$ cat src/rtl/mvm_pkg.sv
// Shared definitions for the matrix-vector multiplier controller.
//   - state_t and the St* constants: controller phase encoding
//   - clog2_min1(): address/index width helper, never narrower than 1 bit
package mvm_pkg;

    typedef logic [2:0] state_t;

    localparam state_t StRst   = 3'd0;
    localparam state_t StIdle  = 3'd1;
    localparam state_t StLoadW = 3'd2;
    localparam state_t StLoadX = 3'd3;
    localparam state_t StMult  = 3'd4;
    localparam state_t StDrain = 3'd5;
    localparam state_t StSend  = 3'd6;

    function automatic int unsigned clog2_min1(input int unsigned n);
        return (n < 2) ? 1 : $clog2(n);
    endfunction

endpackage

$ cat src/rtl/mvm_wrap_counter.sv
// Modulo-MAX up-counter.
//   clk_i, rst_ni : clock, async active-low reset
//   en_i          : advance by one (wraps to 0 after MAX-1)
//   cnt_o         : current count
//   done_o        : count is at its terminal value MAX-1
module mvm_wrap_counter #(
    parameter int unsigned MAX   = 4,
    parameter int unsigned WIDTH = 2
) (
    input  logic             clk_i,
    input  logic             rst_ni,
    input  logic             en_i,
    output logic [WIDTH-1:0] cnt_o,
    output logic             done_o
);

    logic [WIDTH-1:0] cnt_q, cnt_d;

    assign cnt_o  = cnt_q;
    assign done_o = (cnt_q == WIDTH'(MAX - 1));

    always_comb begin
        cnt_d = cnt_q;
        if (en_i) begin
            cnt_d = done_o ? '0 : cnt_q + WIDTH'(1);
        end
    end

    always_ff @(posedge clk_i or negedge rst_ni) begin
        if (!rst_ni) begin
            cnt_q <= '0;
        end else begin
            cnt_q <= cnt_d;
        end
    end

endmodule

$ cat src/rtl/mvm_control.sv
// Control FSM for a ROWS x COLS matrix-vector multiplier.
// Loads W (optional) and x through a valid/ready input stream, steps the MAC
// row by row, and hands each row result to a valid/ready output stream.
//   input_valid_i/input_ready_o/new_matrix_i : input word stream
//   addr_w_o/wr_en_w_o, addr_x_o/wr_en_x_o   : W and x memory ports
//   en_acc_o/clear_acc_o                     : accumulator control
//   output_valid_o/output_ready_i            : result stream
//   row_idx_o/last_row_o                     : result tagging
module mvm_control
    import mvm_pkg::*;
#(
    parameter int unsigned ROWS    = 3,
    parameter int unsigned COLS    = 3,
    parameter int unsigned MAC_LAT = 1,
    parameter int unsigned XW      = clog2_min1(COLS),
    parameter int unsigned WW      = clog2_min1(ROWS * COLS),
    parameter int unsigned RW      = clog2_min1(ROWS)
) (
    input  logic          clk_i,
    input  logic          rst_ni,
    input  logic          input_valid_i,
    input  logic          new_matrix_i,
    output logic          input_ready_o,
    output logic [WW-1:0] addr_w_o,
    output logic          wr_en_w_o,
    output logic [XW-1:0] addr_x_o,
    output logic          wr_en_x_o,
    output logic          en_acc_o,
    output logic          clear_acc_o,
    output logic          output_valid_o,
    input  logic          output_ready_i,
    output logic [RW-1:0] row_idx_o,
    output logic          last_row_o
);

    localparam int unsigned DW = clog2_min1(MAC_LAT);

    state_t               state_q, state_d;
    logic [WW-1:0]        base_q, base_d;
    logic [DW-1:0]        drain_q, drain_d;
    logic [MAC_LAT-1:0]   en_pipe_q;

    logic [WW-1:0] wcnt;
    logic [XW-1:0] xcnt, col;
    logic [RW-1:0] row;
    logic          wcnt_done, xcnt_done, col_done, row_done;
    logic          in_mult, in_send, load_w_acc, load_x_acc, handshake;

    assign in_mult   = (state_q == StMult);
    assign in_send   = (state_q == StSend);
    // new_matrix_i only matters for the first word, accepted in IDLE
    assign load_w_acc = input_valid_i &
                        (((state_q == StIdle) & new_matrix_i) | (state_q == StLoadW));
    assign load_x_acc = input_valid_i &
                        (((state_q == StIdle) & ~new_matrix_i) | (state_q == StLoadX));
    assign handshake = in_send & output_ready_i;

    mvm_wrap_counter #(.MAX(ROWS * COLS), .WIDTH(WW)) u_wcnt (
        .clk_i (clk_i),
        .rst_ni(rst_ni),
        .en_i  (load_w_acc),
        .cnt_o (wcnt),
        .done_o(wcnt_done)
    );

    mvm_wrap_counter #(.MAX(COLS), .WIDTH(XW)) u_xcnt (
        .clk_i (clk_i),
        .rst_ni(rst_ni),
        .en_i  (load_x_acc),
        .cnt_o (xcnt),
        .done_o(xcnt_done)
    );

    mvm_wrap_counter #(.MAX(COLS), .WIDTH(XW)) u_col (
        .clk_i (clk_i),
        .rst_ni(rst_ni),
        .en_i  (in_mult),
        .cnt_o (col),
        .done_o(col_done)
    );

    mvm_wrap_counter #(.MAX(ROWS), .WIDTH(RW)) u_row (
        .clk_i (clk_i),
        .rst_ni(rst_ni),
        .en_i  (handshake),
        .cnt_o (row),
        .done_o(row_done)
    );

    always_comb begin
        state_d = state_q;
        base_d  = base_q;
        drain_d = drain_q;
        case (state_q)
            StRst:   state_d = StLoadW;
            StIdle:  if (input_valid_i) state_d = new_matrix_i ? StLoadW : StLoadX;
            StLoadW: if (input_valid_i && wcnt_done) state_d = StLoadX;
            StLoadX: if (input_valid_i && xcnt_done) state_d = StMult;
            StMult:  if (col_done) state_d = StDrain;
            StDrain: begin
                // Wait until the last MULT beat has reached en_acc_o
                if (drain_q == DW'(MAC_LAT - 1)) begin
                    drain_d = '0;
                    state_d = StSend;
                end else begin
                    drain_d = drain_q + DW'(1);
                end
            end
            StSend: begin
                if (output_ready_i) begin
                    if (row_done) begin
                        base_d  = '0;
                        state_d = StIdle;
                    end else begin
                        base_d  = base_q + WW'(COLS);
                        state_d = StMult;
                    end
                end
            end
            default: state_d = StRst;
        endcase
    end

    always_comb begin
        input_ready_o  = (state_q == StIdle) | (state_q == StLoadW) | (state_q == StLoadX);
        wr_en_w_o      = load_w_acc;
        wr_en_x_o      = load_x_acc;
        addr_w_o       = '0;
        addr_x_o       = '0;
        if (load_w_acc) addr_w_o = wcnt;
        if (load_x_acc) addr_x_o = xcnt;
        if (in_mult) begin
            addr_w_o = base_q + WW'(col);
            addr_x_o = col;
        end
        en_acc_o       = en_pipe_q[MAC_LAT-1];
        clear_acc_o    = (state_q == StRst) | handshake;
        output_valid_o = in_send;
        row_idx_o      = in_send ? row : '0;
        last_row_o     = in_send & row_done;
    end

    always_ff @(posedge clk_i or negedge rst_ni) begin
        if (!rst_ni) begin
            state_q   <= StRst;
            base_q    <= '0;
            drain_q   <= '0;
            en_pipe_q <= '0;
        end else begin
            state_q   <= state_d;
            base_q    <= base_d;
            drain_q   <= drain_d;
            en_pipe_q <= (en_pipe_q << 1) | MAC_LAT'(in_mult);
        end
    end

endmodule

$ cat config.mk
export PLATFORM = sky130hd
export DESIGN_NAME = mvm_control
export DESIGN_NICKNAME = d
export VERILOG_FILES = /design/src/rtl/mvm_pkg.sv /design/src/rtl/mvm_wrap_counter.sv /design/src/rtl/mvm_control.sv
export SDC_FILE = /design/constraint.sdc
export NUM_CORES = 1
export LEC_CHECK = 0
export BUFFER_PORTS_ARGS = -buffer_cell sky130_fd_sc_hd__buf_2
export CAP_MARGIN = 15
export CORE_MARGIN = 3
export CORE_UTILIZATION = 50
export DETAILED_ROUTE_END_ITERATION = 8
export HOLD_SLACK_MARGIN = 0.05
export PLACE_DENSITY = 0.69
export SYNTH_ARGS = -nofsm -noshare
export SYNTH_HDL_FRONTEND = slang
export SYNTH_SLANG_ARGS = --single-unit
$ cat constraint.sdc
create_clock -name clk_i -period 2 [get_ports clk_i]
set_clock_uncertainty 0.15 [all_clocks]
set_input_delay 0.5 -clock clk_i [delete_from_list [all_inputs] [get_ports clk_i]]
set_output_delay 0.5 -clock clk_i [all_outputs]
set_load 0.05 [all_outputs]
== Word level (Yosys, flattened, before mapping) ==
Index checks and enable logic that the tools add are counted.

* Logic and storage cells: 68
* Register bits: 19
* Output and inout bits: 15
* Input port bits: 5

* Muxes and demuxes: 20
* Reduce and logical (&&, ||, !) cells: 5
* $add $sub $neg: 7
* Eq/ne operators: 16
* Bitwise gates (word level): 12

{| class="wikitable"
|+ Operator list
! kind !! number
|-
| 2-to-1 mux 3 bit || 7
|-
| case mux 3 bit (7 select lines) || 1
|-
| 2-to-1 mux 4 bit || 4
|-
| 2-to-1 mux 2 bit || 6
|-
| == test 3 bit (second input constant) || 3
|-
| inequality test 2 bit (second input constant) || 4
|-
| adder 2 x 1 -> 2 bit (second input constant) || 3
|-
| AND 1 bit || 6
|-
| == test 2 bit (second input constant) || 3
|-
| == test 3 x 2 -> 1 bit (second input constant) || 2
|-
| AND reduction 6 bit || 1
|-
| bitwise OR 1 bit || 5
|-
| adder 4 x 1 -> 4 bit (second input constant) || 1
|-
| adder 4 x 2 -> 4 bit || 1
|-
| adder 4 x 2 -> 4 bit (second input constant) || 1
|-
| == test 4 bit (second input constant) || 1
|-
| inequality test 2 x 1 -> 1 bit (second input constant) || 2
|-
| == test 3 x 1 -> 1 bit (second input constant) || 1
|-
| logical NOT 3 bit || 1
|-
| logical AND 1 bit || 2
|-
| 2-to-1 mux 1 bit || 2
|-
| AND reduction 2 bit || 1
|-
| adder 1 bit (second input constant) || 1
|-
| NOT 1 bit || 1
|}

== Longest topological paths before layout ==
* Word-level depth: 6
* Gate-level depth with buffers: 6
* Mapped depth without buffers: 6

== Hierarchy ==
Synthesis repeated with hierarchy kept, for this count alone.

* Cell total of the unflattened synthesis: 128
* Area total of the unflattened synthesis: 1243.7 µm²

{| class="wikitable"
|+ Modules (own cells, without submodules)
! module !! instances !! sequential area each (µm²) !! cells an instance !! area each (µm²)
|-
| mvm_control || 1 || 200.2 || 82 || 760.7
|-
| mvm_wrap_counter (u_col ...) || 3 || 50.0 || 7 || 88.8
|-
| mvm_wrap_counter (u_wcnt) || 1 || 100.1 || 25 || 216.5
|}

== Worst setup path after synthesis ==
No wires, ideal clock.

* Path type: reg-to-output
* From: reg u_col.cnt_q[0] (netlist: u_col.cnt_o[0])
* To: out addr_w_o[2]
* Data arrival time: 2189 ps
* Path slack: -839 ps
* Required time: 1350 ps
* Buffers on the path: 0
* Cell stages (with the launch flop): 6
* Cell sequence: dfrtp_1 -> ha_1 -> inv_1 -> fa_1 -> xor2_1 -> o21ai_0

* Longest elaborated chain between the ends: 2

{| class="wikitable"
|+ RTL lines
! what !! line !! text
|-
| start: declaration || mvm_wrap_counter.sv:17 || <nowiki>logic [WIDTH-1:0] cnt_q, cnt_d;</nowiki>
|-
| start signal: assignment || mvm_wrap_counter.sv:33 || <nowiki>cnt_q <= cnt_d;</nowiki>
|-
| adder 4 x 2 -> 4 bit || mvm_control.sv:133 || <nowiki>addr_w_o = base_q + WW'(col);</nowiki>
|-
| 2-to-1 mux 4 bit || mvm_control.sv:132 || <nowiki>if (in_mult) begin</nowiki>
|-
| end: declaration || mvm_control.sv:24 || <nowiki>output logic [WW-1:0] addr_w_o,</nowiki>
|}

No other way between the ends.

== Worst setup path in the final report ==
* From: reg u_col.cnt_q[0] (netlist: u_col.cnt_o[0])
* To: out addr_w_o[1]

The elaborated chain is that of the path after synthesis.

==> results.tsv <==
metric	value	unit
status	finished with violations	
violations	negative setup slack	
place_inst	189	
synth.largest_area_cell	dfrtp_1	
synthArstFlopShare	100.0	%
routedWlPerCell	20.55	um
synth-simple-area-share	24.17	%
avgSynthCellArea	8.930	um^2
multi_input_area	828.3	um^2
synth_fp_nets	142	
rsz0062_at_grt	true	
gp_congestion	0.7886	
crit_slowest_cell	fa_2	
path_cells	ha_2 -> inv_2 -> fa_2 -> o21ai_4 -> buf_6	
leakagePower	0.9176	nW
htreeDepth	1	
synth_edf_count	0	
synth_top_family_by_area	simple AND/OR/NAND/NOR gates	
cts_tree	done	
clockRootBuffer	clkbuf_4	
fin_crit	2400	ps
p_per_area	1814	nW/um^2
crit_path_end_kind	output port	
drv_cap	0	
worst_slack	-399.9	ps
diodes	0	
grt_pass1_vias	1222	
synth_xor_area_share	1.497	%
overflow	0	
stdcell_count	211	
die_w	54.37	um
die_area	2956	um^2
yosys_register_bits	18	
yosys-top-cells-count	22 x nand2_1, 18 x dfrtp_1, 9 x o21ai_0	
grt_start_max_net_pins	19	
rows	16	
max-slew-margin-rel	70.69	%
floorplan.initialDensity	56.19	%
clock-sinks	18	
cp_data_required_time	1350	ps
worst_pin_slew	439.7	ps
antenna_found_initial	0	
grt_usage	26.69	%
synth_top_area_share	38.50	%
maxSlewViolCount	0	
worst_ep_arrival_time	1750	ps
numCtsBuffers	3	
post-route-drc-count	0	
max_freq	416.7	MHz
holdPathEnd	base_q[2]	
final_nets	196	
drt_wl_total	4337	um
setup_viol	13	
fillCellCount	77	
path_delay_family	adder cells	
clk_pin_slew	110	ps
insertion_delay	300	ps
rr_endpoint	state_q[0]	
hp-start	base_q[2]	
drtIter0Drc	73	
regArea	451.7	um^2
die_h	54.37	um
cp.buffers_inverters	2	
drtAntennaViolNets	0	
core-area	2082	um^2
drive_above_1_share	52.17	%
yosysUniqueCellTypes	42	
vias	1300	
hold_path.class	flop to flop	
path_max_fanout	2	
min_period_over_period	120.0	%
vdd_drop_max	1.300	mV
portBuffers	19	
synthesis.area	1170	um^2
crit_type	flop to output port	
yosys-mux-area-fraction	5.561	%
holdPathStages	1	
timing.rr.start	state_q[1]	
io_pins	20	
vias_per_cell	6.161	
finalSetupTns	-3252	ps
finalHoldViolations	0	
area_delta_synth_final	64.06	%
r2r_cells	6	
synthCells	131	
yosysMostFrequentCell	nand2_1	
synth_flop_cell	dfrtp_1	
start_kind	flop	
cts_buffer_depth	2	
grt_pass1_wl	5575	um
synth_area_leaders	dfrtp_1 39%, nand2_1 7.1%, ha_1 5.3%, o21ai_0 3.9%, nor2b_1 3.2%	
r2r_setup_slack	20	ps
firstDrtPassIters	5	
ys_seq_area_share	38.50	%
yosysWarningCount	0	
synth_fa_ha_area_share	7.059	%
slowest_delay	450	ps
hpwlAfterDp	2030	um
preCtsSetupSlack	-164.9	ps
synth_compound_area_share	17.65	%
==> timing repair <==
action / CTS / global route
setup endpoints to repair: 14 / 16
setup buffers: 12 / 10
hold endpoints to repair: 18 / 0
hold buffers: 1 / 0
resized for setup: 54 / 28
pin swaps: 5 / 16
==> final cells by class <==
| cell class | instances | area share (%) |
|---|---|---|
| multi-input combinational | 99 | 43.16 |
| timing repair buffer | 55 | 28.10 |
| sequential | 18 | 23.53 |
| clock buffer | 4 | 1.890 |
| tap | 27 | 1.760 |
| inverter | 8 | 1.565 |
==> how the worst max path moves through the flow <==
stage                              start          end  slack [ps]  cells after the start
after floorplan           u_col.cnt_o[0]  addr_w_o[2]        -210                      5
after global placement      new_matrix_i  addr_w_o[0]        -150                      5
after detailed placement    new_matrix_i  addr_w_o[0]        -160                      5
after CTS                      base_q[1]  addr_w_o[3]        -400                      6
after global routing      u_col.cnt_o[0]  addr_w_o[2]        -470                      6
final                     u_col.cnt_o[0]  addr_w_o[1]        -400                      5
==> layer usage <==
layer	track usage (%)	up-vias	routed length (um)
met1	31.85	611	1671
met4	10.79	0	176
met3	4.087	28	315
met2	47.41	98	2174
met5	0	-	0
li1	-	563	-
==> where the power goes <==
group / leakage, nW / switching, mW / internal, mW
clock: 0.0210 / 0.125 / 0.111
sequential: 0.217 / 0.228 / 0.524
combinational: 0.680 / 1.30 / 1.19
==> flip-flops by register name (all words and copies together), names as in the netlist <==
register,count
base_q,4
en_acc_o,1
state_q,3
u_col.cnt_o,2
u_row.cnt_o,2
u_wcnt.cnt_o,4
u_xcnt.cnt_o,2
==> layout by cell type (no fill, tap or decap), types with 2 or more instances in the layout <==
cell	instances
buf_4	24
nand2_1	17
dfrtp_1	17
buf_6	15
buf_8	9
inv_1	6
o21ai_0	5
buf_2	5
and3_4	4
o21ai_1	4
nor2_1	4
ha_1	4
o21ai_4	3
nand2_4	3
nor2b_1	3
mux2_2	3
a21oi_1	3
clkbuf_4	3
nor2b_4	2
nor2_4	2
nand2_2	2
inv_2	2
nand3_1	2
a21oi_2	2
or2_0	2
o31ai_1	2
nor3_1	2
o211ai_1	2
mux2i_1	2
==> kinds of logic after synthesis <==
kind of cell	count (synthesis)
compound gates	32
flops	18
mux	6
buf+inv	14
fa+ha+maj	6
simple gates	53
xor+xnor	2
==> per-stage QoR <==
stage	power [mW]	cell area [um^2]	util [%]	hold slack, ps
after global routing	3.669	1919	92.19	445.9
after floorplan	1.901	1230	-	54.41
final	3.482	1919	92.19	416.4
after CTS	3.081	1790	86.00	395.8
after detailed placement	2.383	1456	69.95	313.3
after global placement	2.320	1456	69.95	311.5
(Power assumes the default switching activity.)
